==> config.mk <==
export PLATFORM = sky130hd
export DESIGN_NAME = comp_serial_ctrl
export DESIGN_NICKNAME = d
export VERILOG_FILES = /design/src/rtl/comp_serial_pkg.sv /design/src/rtl/comp_bit_cell.sv /design/src/rtl/comp_serial_ctrl.sv
export SDC_FILE = /design/constraint.sdc
export NUM_CORES = 1
export LEC_CHECK = 0
export BUFFER_PORTS_ARGS = -buffer_cell sky130_fd_sc_hd__buf_2
export CAP_MARGIN = 20
export CORE_UTILIZATION = 51
export DETAILED_ROUTE_END_ITERATION = 12
export GPL_ROUTABILITY_DRIVEN = 0
export MAX_ROUTING_LAYER = met4
export PLACE_DENSITY = 0.79
export SETUP_SLACK_MARGIN = 0.3
export SLEW_MARGIN = 20
export SYNTH_ARGS = -nofsm -noshare
export SYNTH_HDL_FRONTEND = slang
export SYNTH_HIERARCHICAL = 1
export SYNTH_SLANG_ARGS = --single-unit
==> constraint.sdc <==
create_clock -name clk -period 1.79 [get_ports clk]
set_clock_uncertainty 0.1 [all_clocks]
set_input_delay 0.358 -clock clk [delete_from_list [all_inputs] [get_ports clk]]
set_output_delay 0.358 -clock clk [all_outputs]
set_load 0.05 [all_outputs]
==> src/rtl/comp_serial_pkg.sv <==
// ============================================================================
// Module   : comp_serial_pkg
// Brief    : Shared constants for the serial magnitude-compare controller.
// Revision : 1.0 - initial release
// ============================================================================
`default_nettype none

package comp_serial_pkg;

  localparam logic [1:0] S_IDLE = 2'd0;
  localparam logic [1:0] S_RUN  = 2'd1;
  localparam logic [1:0] S_DONE = 2'd2;

  typedef enum logic [1:0] {
    ST_IDLE = S_IDLE,
    ST_RUN  = S_RUN,
    ST_DONE = S_DONE
  } state_t;

  // Bit positions inside the packed result register
  localparam int R_GT = 2;
  localparam int R_EQ = 1;
  localparam int R_LT = 0;

endpackage

`default_nettype wire

==> src/rtl/comp_bit_cell.sv <==
// ============================================================================
// Module   : comp_bit_cell
// Brief    : Combinational 1-bit magnitude-compare cascade cell (MSB first).
// Revision : 1.0 - initial release
// ============================================================================
`default_nettype none

module comp_bit_cell (
  input  logic a,
  input  logic b,
  input  logic gin,
  input  logic ein,
  input  logic lin,
  output logic gout,
  output logic eout,
  output logic lout
);

  // Only the first differing bit (while still equal so far) decides the outcome
  assign gout = gin | (ein & a & ~b);
  assign lout = lin | (ein & ~a & b);
  assign eout = ein & ~(a ^ b);

endmodule

`default_nettype wire

==> src/rtl/comp_serial_ctrl.sv <==
// ============================================================================
// Module   : comp_serial_ctrl
// Brief    : Sequential W-bit magnitude comparator, one bit per clock, MSB
//            first, with start/done handshake. Optional macro
//            COMP_SERIAL_EARLY_EXIT_EN finishes on the first differing bit.
// Revision : 1.0 - initial release
// ============================================================================
`default_nettype none

module comp_serial_ctrl
  import comp_serial_pkg::*;
#(
  parameter int W     = 4,
  parameter int CNT_W = (W > 1) ? $clog2(W) : 1
) (
  input  logic         clk,
  input  logic         rst,
  input  logic         start,
  input  logic [W-1:0] a,
  input  logic [W-1:0] b,
  output logic         busy,
  output logic         done,
  output logic         gt,
  output logic         eq,
  output logic         lt
);

  localparam logic [CNT_W-1:0] C_IDX_TOP = CNT_W'(W - 1);

  state_t           r_state;
  state_t           w_state_nxt;
  logic [CNT_W-1:0] r_idx;
  logic [W-1:0]     r_a;
  logic [W-1:0]     r_b;
  logic             r_g;
  logic             r_e;
  logic             r_l;
  logic [2:0]       r_res;
  logic             w_gout;
  logic             w_eout;
  logic             w_lout;
  logic             w_accept;
  logic             w_last;

  comp_bit_cell u_cell (
    .a    (r_a[r_idx]),
    .b    (r_b[r_idx]),
    .gin  (r_g),
    .ein  (r_e),
    .lin  (r_l),
    .gout (w_gout),
    .eout (w_eout),
    .lout (w_lout)
  );

  assign w_accept = (r_state == ST_IDLE) && start;

`ifdef COMP_SERIAL_EARLY_EXIT_EN
  // Once a bit differs the verdict is fixed; the remaining bits cannot change it
  assign w_last = (r_idx == '0) || !w_eout;
`else
  assign w_last = (r_idx == '0);
`endif

  always_comb begin
    w_state_nxt = r_state;
    case (r_state)
      ST_IDLE: if (start)  w_state_nxt = ST_RUN;
      ST_RUN:  if (w_last) w_state_nxt = ST_DONE;
      ST_DONE: w_state_nxt = ST_IDLE;
      default: w_state_nxt = ST_IDLE;
    endcase
  end

  always_ff @(posedge clk) begin
    if (rst) begin
      r_state <= ST_IDLE;
    end else begin
      r_state <= w_state_nxt;
    end
  end

  always_ff @(posedge clk) begin
    if (rst) begin
      r_idx <= C_IDX_TOP;
      r_a   <= '0;
      r_b   <= '0;
      r_g   <= 1'b0;
      r_e   <= 1'b1;
      r_l   <= 1'b0;
      r_res <= '0;
    end else if (w_accept) begin
      r_a   <= a;
      r_b   <= b;
      r_idx <= C_IDX_TOP;
      r_g   <= 1'b0;
      r_e   <= 1'b1;
      r_l   <= 1'b0;
      r_res <= '0;
    end else if (r_state == ST_RUN) begin
      r_g <= w_gout;
      r_e <= w_eout;
      r_l <= w_lout;
      if (w_last) begin
        // Results are captured from the final cell step so they are valid with done
        r_res[R_GT] <= w_gout;
        r_res[R_EQ] <= w_eout;
        r_res[R_LT] <= w_lout;
      end else begin
        r_idx <= r_idx - 1'b1;
      end
    end
  end

  assign busy = (r_state == ST_RUN);
  assign done = (r_state == ST_DONE);
  assign gt   = r_res[R_GT];
  assign eq   = r_res[R_EQ];
  assign lt   = r_res[R_LT];

endmodule

`default_nettype wire

; ---- After elaboration in Yosys (flattened, before gate mapping)
; Cells that the tools add are included.
[classes]
eq_ne = 4
bitwise = 12
n_lt_le_gt_ge = 1
n_addsub = 1
muxes = 7
reduce_logical = 7
[op_table]
columns = op, n
row1 = 2-bit AND reduction, 3
row2 = 1-bit bitwise AND, 5
row3 = 1-bit binary-select mux with 2-bit select, 2
row4 = 2-bit zero test, 2
row5 = 2-bit 2-to-1 mux, 2
row6 = 1-bit NOT, 4
row7 = 2-bit one-hot mux with 2 select lines, 1
row8 = 2-bit by 3-bit less-than comparator with 1-bit output (second input constant), 1
row9 = 2-bit by 1-bit == test with 1-bit output (second input constant), 1
row10 = 2-bit == test (second input constant), 1
row11 = 1-bit 2-to-1 mux, 2
row12 = 2-bit by 1-bit inequality test with 1-bit output (second input constant), 1
row13 = 2-bit inequality test (second input constant), 1
row14 = 1-bit bitwise OR, 2
row15 = 2-bit OR reduction, 1
row16 = 2-bit by 1-bit subtractor with 2-bit output (second input constant), 1
row17 = 1-bit logical AND, 1
row18 = 1-bit XOR, 1
[word_totals]
wordCells = 40
inputBits = 11
regBits = 18
output_inout_bits = 5

; ---- Longest topological paths before layout
[depth]
word_depth = 6
mapped_depth = 5
ltp_nobuf = 5

; ---- Modules after synthesis
; Netlist, hierarchy kept.
[modules_own_cells]
columns = mod, cells_per_inst, seq_area_each_um2, area_per_inst_um2, instances
row1 = comp_serial_ctrl, 68, 360.3, 737.0, 1
row2 = comp_bit_cell, 6, 0.0, 38.8, 1

; ---- Worst setup path after synthesis
; No wires, ideal clock.
[synth_path]
kind = register to register
startpoint = register r_idx[0]
endpoint = register r_e
path_stages_with_launch = 6
t_required_ns = 1.569
setup_time_ns = 0.121
n_path_buf = 0
path_slack_ns = 0.213
arrival_time_ns = 1.357
synth_period_minus_slack_ns = 1.577
path_cell_list = dfxtp_1 > mux4_2 > xnor2_1 > and2_1 > mux2i_1 > nand2_1
[synth_via]
elab_chain_cells = 5
elab_cells_between_ends = 7
classes_between = mux: 4 / bitwise: 3
[synth_lines]
columns = item, line_no
row1 = "start, declared", comp_serial_ctrl.sv:32  ; logic [CNT_W-1:0] r_idx;
row2 = "start signal, assigned", comp_serial_ctrl.sv:110  ; r_idx <= r_idx - 1'b1;
row3 = "1-bit binary-select mux with 2-bit select, on equally long branches", "comp_serial_ctrl.sv:46, comp_serial_ctrl.sv:47"
row4 = "1-bit 2-to-1 mux, on equally long branches", "comp_serial_ctrl.sv:46, comp_serial_ctrl.sv:47"
row5 = 1-bit XOR (*), comp_bit_cell.sv:22  ; assign eout = ein & ~(a ^ b);
row6 = 1-bit NOT (*), comp_bit_cell.sv:22
row7 = 1-bit bitwise AND (*), comp_bit_cell.sv:22
row8 = net w_eout, comp_serial_ctrl.sv:40  ; logic w_eout;
row9 = "end signal, assigned", comp_serial_ctrl.sv:102  ; r_e <= w_eout;
row10 = "end, declared", comp_serial_ctrl.sv:36  ; logic r_e;
; The timed path passes the listed nets; every way through them passes the cells marked *. The select of a mux whose other input is x is not followed.
; A chain may end at the register's enable or synchronous reset.

; ---- Worst setup path in the final report
; Ends and elaborated chain as after synthesis.

==> impl_metrics.env <==
export IMPL_status="complete, no violations"
export IMPL_clock_fmax_mhz=624.6
export IMPL_setup_viol=0
export IMPL_num_fill_cells=113
export IMPL_crit_required_ns=1.87
export IMPL_hpwl_um=978.9
export IMPL_postRouteAntennaNets=0
export IMPL_drt_initial_drc_count=8
export IMPL_cp_data_arrival_time_ns=1.68
export IMPL_worstSkewPairLatency_ns=0.28
export IMPL_criticalPathCategory="flop to flop"
export IMPL_synth_cell_types=22
export IMPL_cpPeakStageDelay_ns=0.55
export IMPL_grt_pass1_wl_um=2208
export IMPL_swShare=0.2496
export IMPL_yosys_warnings=6
export IMPL_wl_met2_um=736
export IMPL_syn_area_per_cell_um2=10.48
export IMPL_synth_nets=86
export IMPL_vdd_ir_drop_max_v=0.0005178
export IMPL_wl_per_cell_um=13.39
export IMPL_critPathMaxFanout=3
export IMPL_post_route_util=0.6905
export IMPL_clock_sinks=18
export IMPL_synthCells=74
export IMPL_p_int_w=0.0005693
export IMPL_dp_cells=103
export IMPL_portBuffers=15
export IMPL_end_kind="flop"
export IMPL_cp_slowest_cell="mux4_2"
export IMPL_antennaDiodeCount=0
export IMPL_p_leak_nw=0.4713
export IMPL_antenna_found_initial=0
export IMPL_initial_core_util=0.5746
export IMPL_stdcell_count=108
export IMPL_clkPwrFrac=0.249
export IMPL_cts_path_max_buffers=2
export IMPL_clk_pin_slew_ns=0.09
export IMPL_grt_setup_unrepaired="true"
export IMPL_seq_power_share=0.571
export IMPL_drive_above_1_share=0.3548
export IMPL_cpLargestDelayFamily="multiplexers"
export IMPL_root_buffer="clkbuf_4"
export IMPL_fin_crit_sh=0.8945
export IMPL_grt_total_usage=0.2152
export IMPL_slew_viol_final=0
export IMPL_startpoint_type="flop"
export IMPL_maxUsedRoutingLayer="met4"
export IMPL_overflow=0
export IMPL_path_buf_inv=0
export IMPL_final_hold_violation_count=0
export IMPL_p_sw_w=0.0001894
export IMPL_die_w_um=41
export IMPL_ys_seq_elements=18
export IMPL_cts_buffers=3
export IMPL_fp_dieH_um=41
export IMPL_synth_largest_area_cell="dfxtp_1"
export IMPL_grt_max_degree=13
export IMPL_finalPower_w=0.0007587
export IMPL_maxCapViolations=0
export IMPL_nNetsFinal=107
export IMPL_wirelength_um=1446
export IMPL_tritoncts="yes"
export IMPL_final_min_clock_period_ns=1.601
export IMPL_routed_via_density=5.241
export IMPL_hold_ws_ns=0.2064
export IMPL_yosysTopAreaCellShare=0.4645
export IMPL_syn_area_um2=775.7
export IMPL_combPwrFrac=0.181
export IMPL_wl_met3_um=38
export IMPL_dr_pass1_iters=4
export IMPL_setup_tns_ns=0
export IMPL_synth_edf_count=0
export IMPL_wl_met1_um=644
export IMPL_synth_seq_area_share=0.4645
export IMPL_synthTopCellsByArea="dfxtp_1 46%, mux2i_1 18%, nor2_1 7.3%, mux4_2 5.8%, inv_1 2.4%"
export IMPL_hp_class="primary input to flop"
export IMPL_p_per_area_nw_per_um2=814.0
export IMPL_die_area_um2=1681
export IMPL_relSlewSlack=0.8354
export IMPL_vias=566
export IMPL_cp_cell_sequence="mux4_2 -> xnor2_1 -> and2_1 -> mux2i_1 -> nand2_1"
export IMPL_worst_pin_slew_ns=0.2462
export IMPL_std_cell_rows=13
export IMPL_core_area_um2=1350
export IMPL_drcViolationCount=0
export IMPL_ys_flop_type="dfxtp_1"
export IMPL_syn_to_final_growth_pct=20.16
export IMPL_synth_most_common_cell="dfxtp_1"
export IMPL_pin_count=16
export IMPL_async_flop_share=0
export IMPL_yosys_top_cells_count="18 x dfxtp_1, 15 x nor2_1, 14 x mux2i_1"
export IMPL_grt_pass1_vias=535
export IMPL_htree_levels=1
-- metrics by stage --
stage,area [µm²],worst slack (ns)
after floorplan,777.0,0.2735
after global placement,863.3,0.2569
after detailed placement,863.3,0.1988
after CTS,915.9,0.1842
after global routing,932.1,0.1130
final,932.1,0.1889
-- worst reg2reg max path: cells and delay by family (launching register included) --
family,cells,cell delay (ns)
xor+xnor,1,0.15
simple gates,2,0.20
mux,2,0.67
flops,1,0.37
-- layout by cell type (no fill, tap or decap), drive strengths merged --
cell and n:
buf 18, nand2 4, xnor2 2, clkbuf 3
and2b 1, mux4 2, o211ai 1, nand3b 1
or2b 1, dfxtp 18, a21oi 1, and2 1
nor2 15, a31o 1, or3b 1, nor3b 1
inv 5, or2 1, mux2i 14, o21bai 1
ha 1
-- worst paths after layout --
check | startpoint | to | slack [ns] | depth (start not counted)
hold reg to reg | r_a[1] | r_a[1] | 0.40 | 2
hold / removal | b[2] | r_b[2] | 0.21 | 3
setup reg to reg | r_idx[0] | r_e | 0.19 | 5
setup / recovery | r_idx[0] | r_e | 0.19 | 5
-- repair_timing --
action,CTS,global route
setup endpoints to repair,9,10
buffers inserted,2,0
gates resized for setup,6,6
endpoints found under the hold margin,0,0
hold buffers,0,0
pin swaps,1,1
-- sequential cells by signal, indices dropped and copies added, names as in the netlist --
name     flops
r_a          4
r_b          4
r_e          1
r_g          1
r_idx        2
r_l          1
r_res        3
r_state      2
-- cells by family (layout without fill, tap and decap cells) --
kind of cell               Yosys count  in the layout  synth area share
AOI/OAI and AO/OA                    4              4           0.03710
xor gates and xnor gates             2              2           0.03227
adders and majority gates            1              1           0.01613
buffers and inverters                7             26           0.04355
DFF                                 18             18            0.4645
muxes                               16             16            0.2387
and+or+nand+nor                     26             26            0.1677
-- routing by layer --
metal,vias up,global-route usage
met5,-,-
li1,286,-
met3,4,0.03261
met4,0,0.1417
met1,263,0.2339
met2,13,0.3594
-- power groups by stage --
stage	Sequential (W)	Clock, W	Combinational [W]
6_report	0.000433	0.000189	0.000137
5_1_grt	0.000436	0.000210	0.000149
4_1_cts	0.000434	0.000201	0.000131
3_5_place_dp	0.000443	0	0.000119
3_3_place_gp	0.000442	0	0.000116
2_1_floorplan	0.000439	0	0.0000965
-- final cells by class --
cell class,instances,area (µm²),share of cell area
multi-input combinational,49,391.6,0.4201
clock buffer,3,22.52,0.02416
tap,15,18.77,0.02013
timing repair buffer,18,113.9,0.1221
inverter,5,18.77,0.02013
sequential,18,366.6,0.3933
Power figures use the tool's default switching activity.
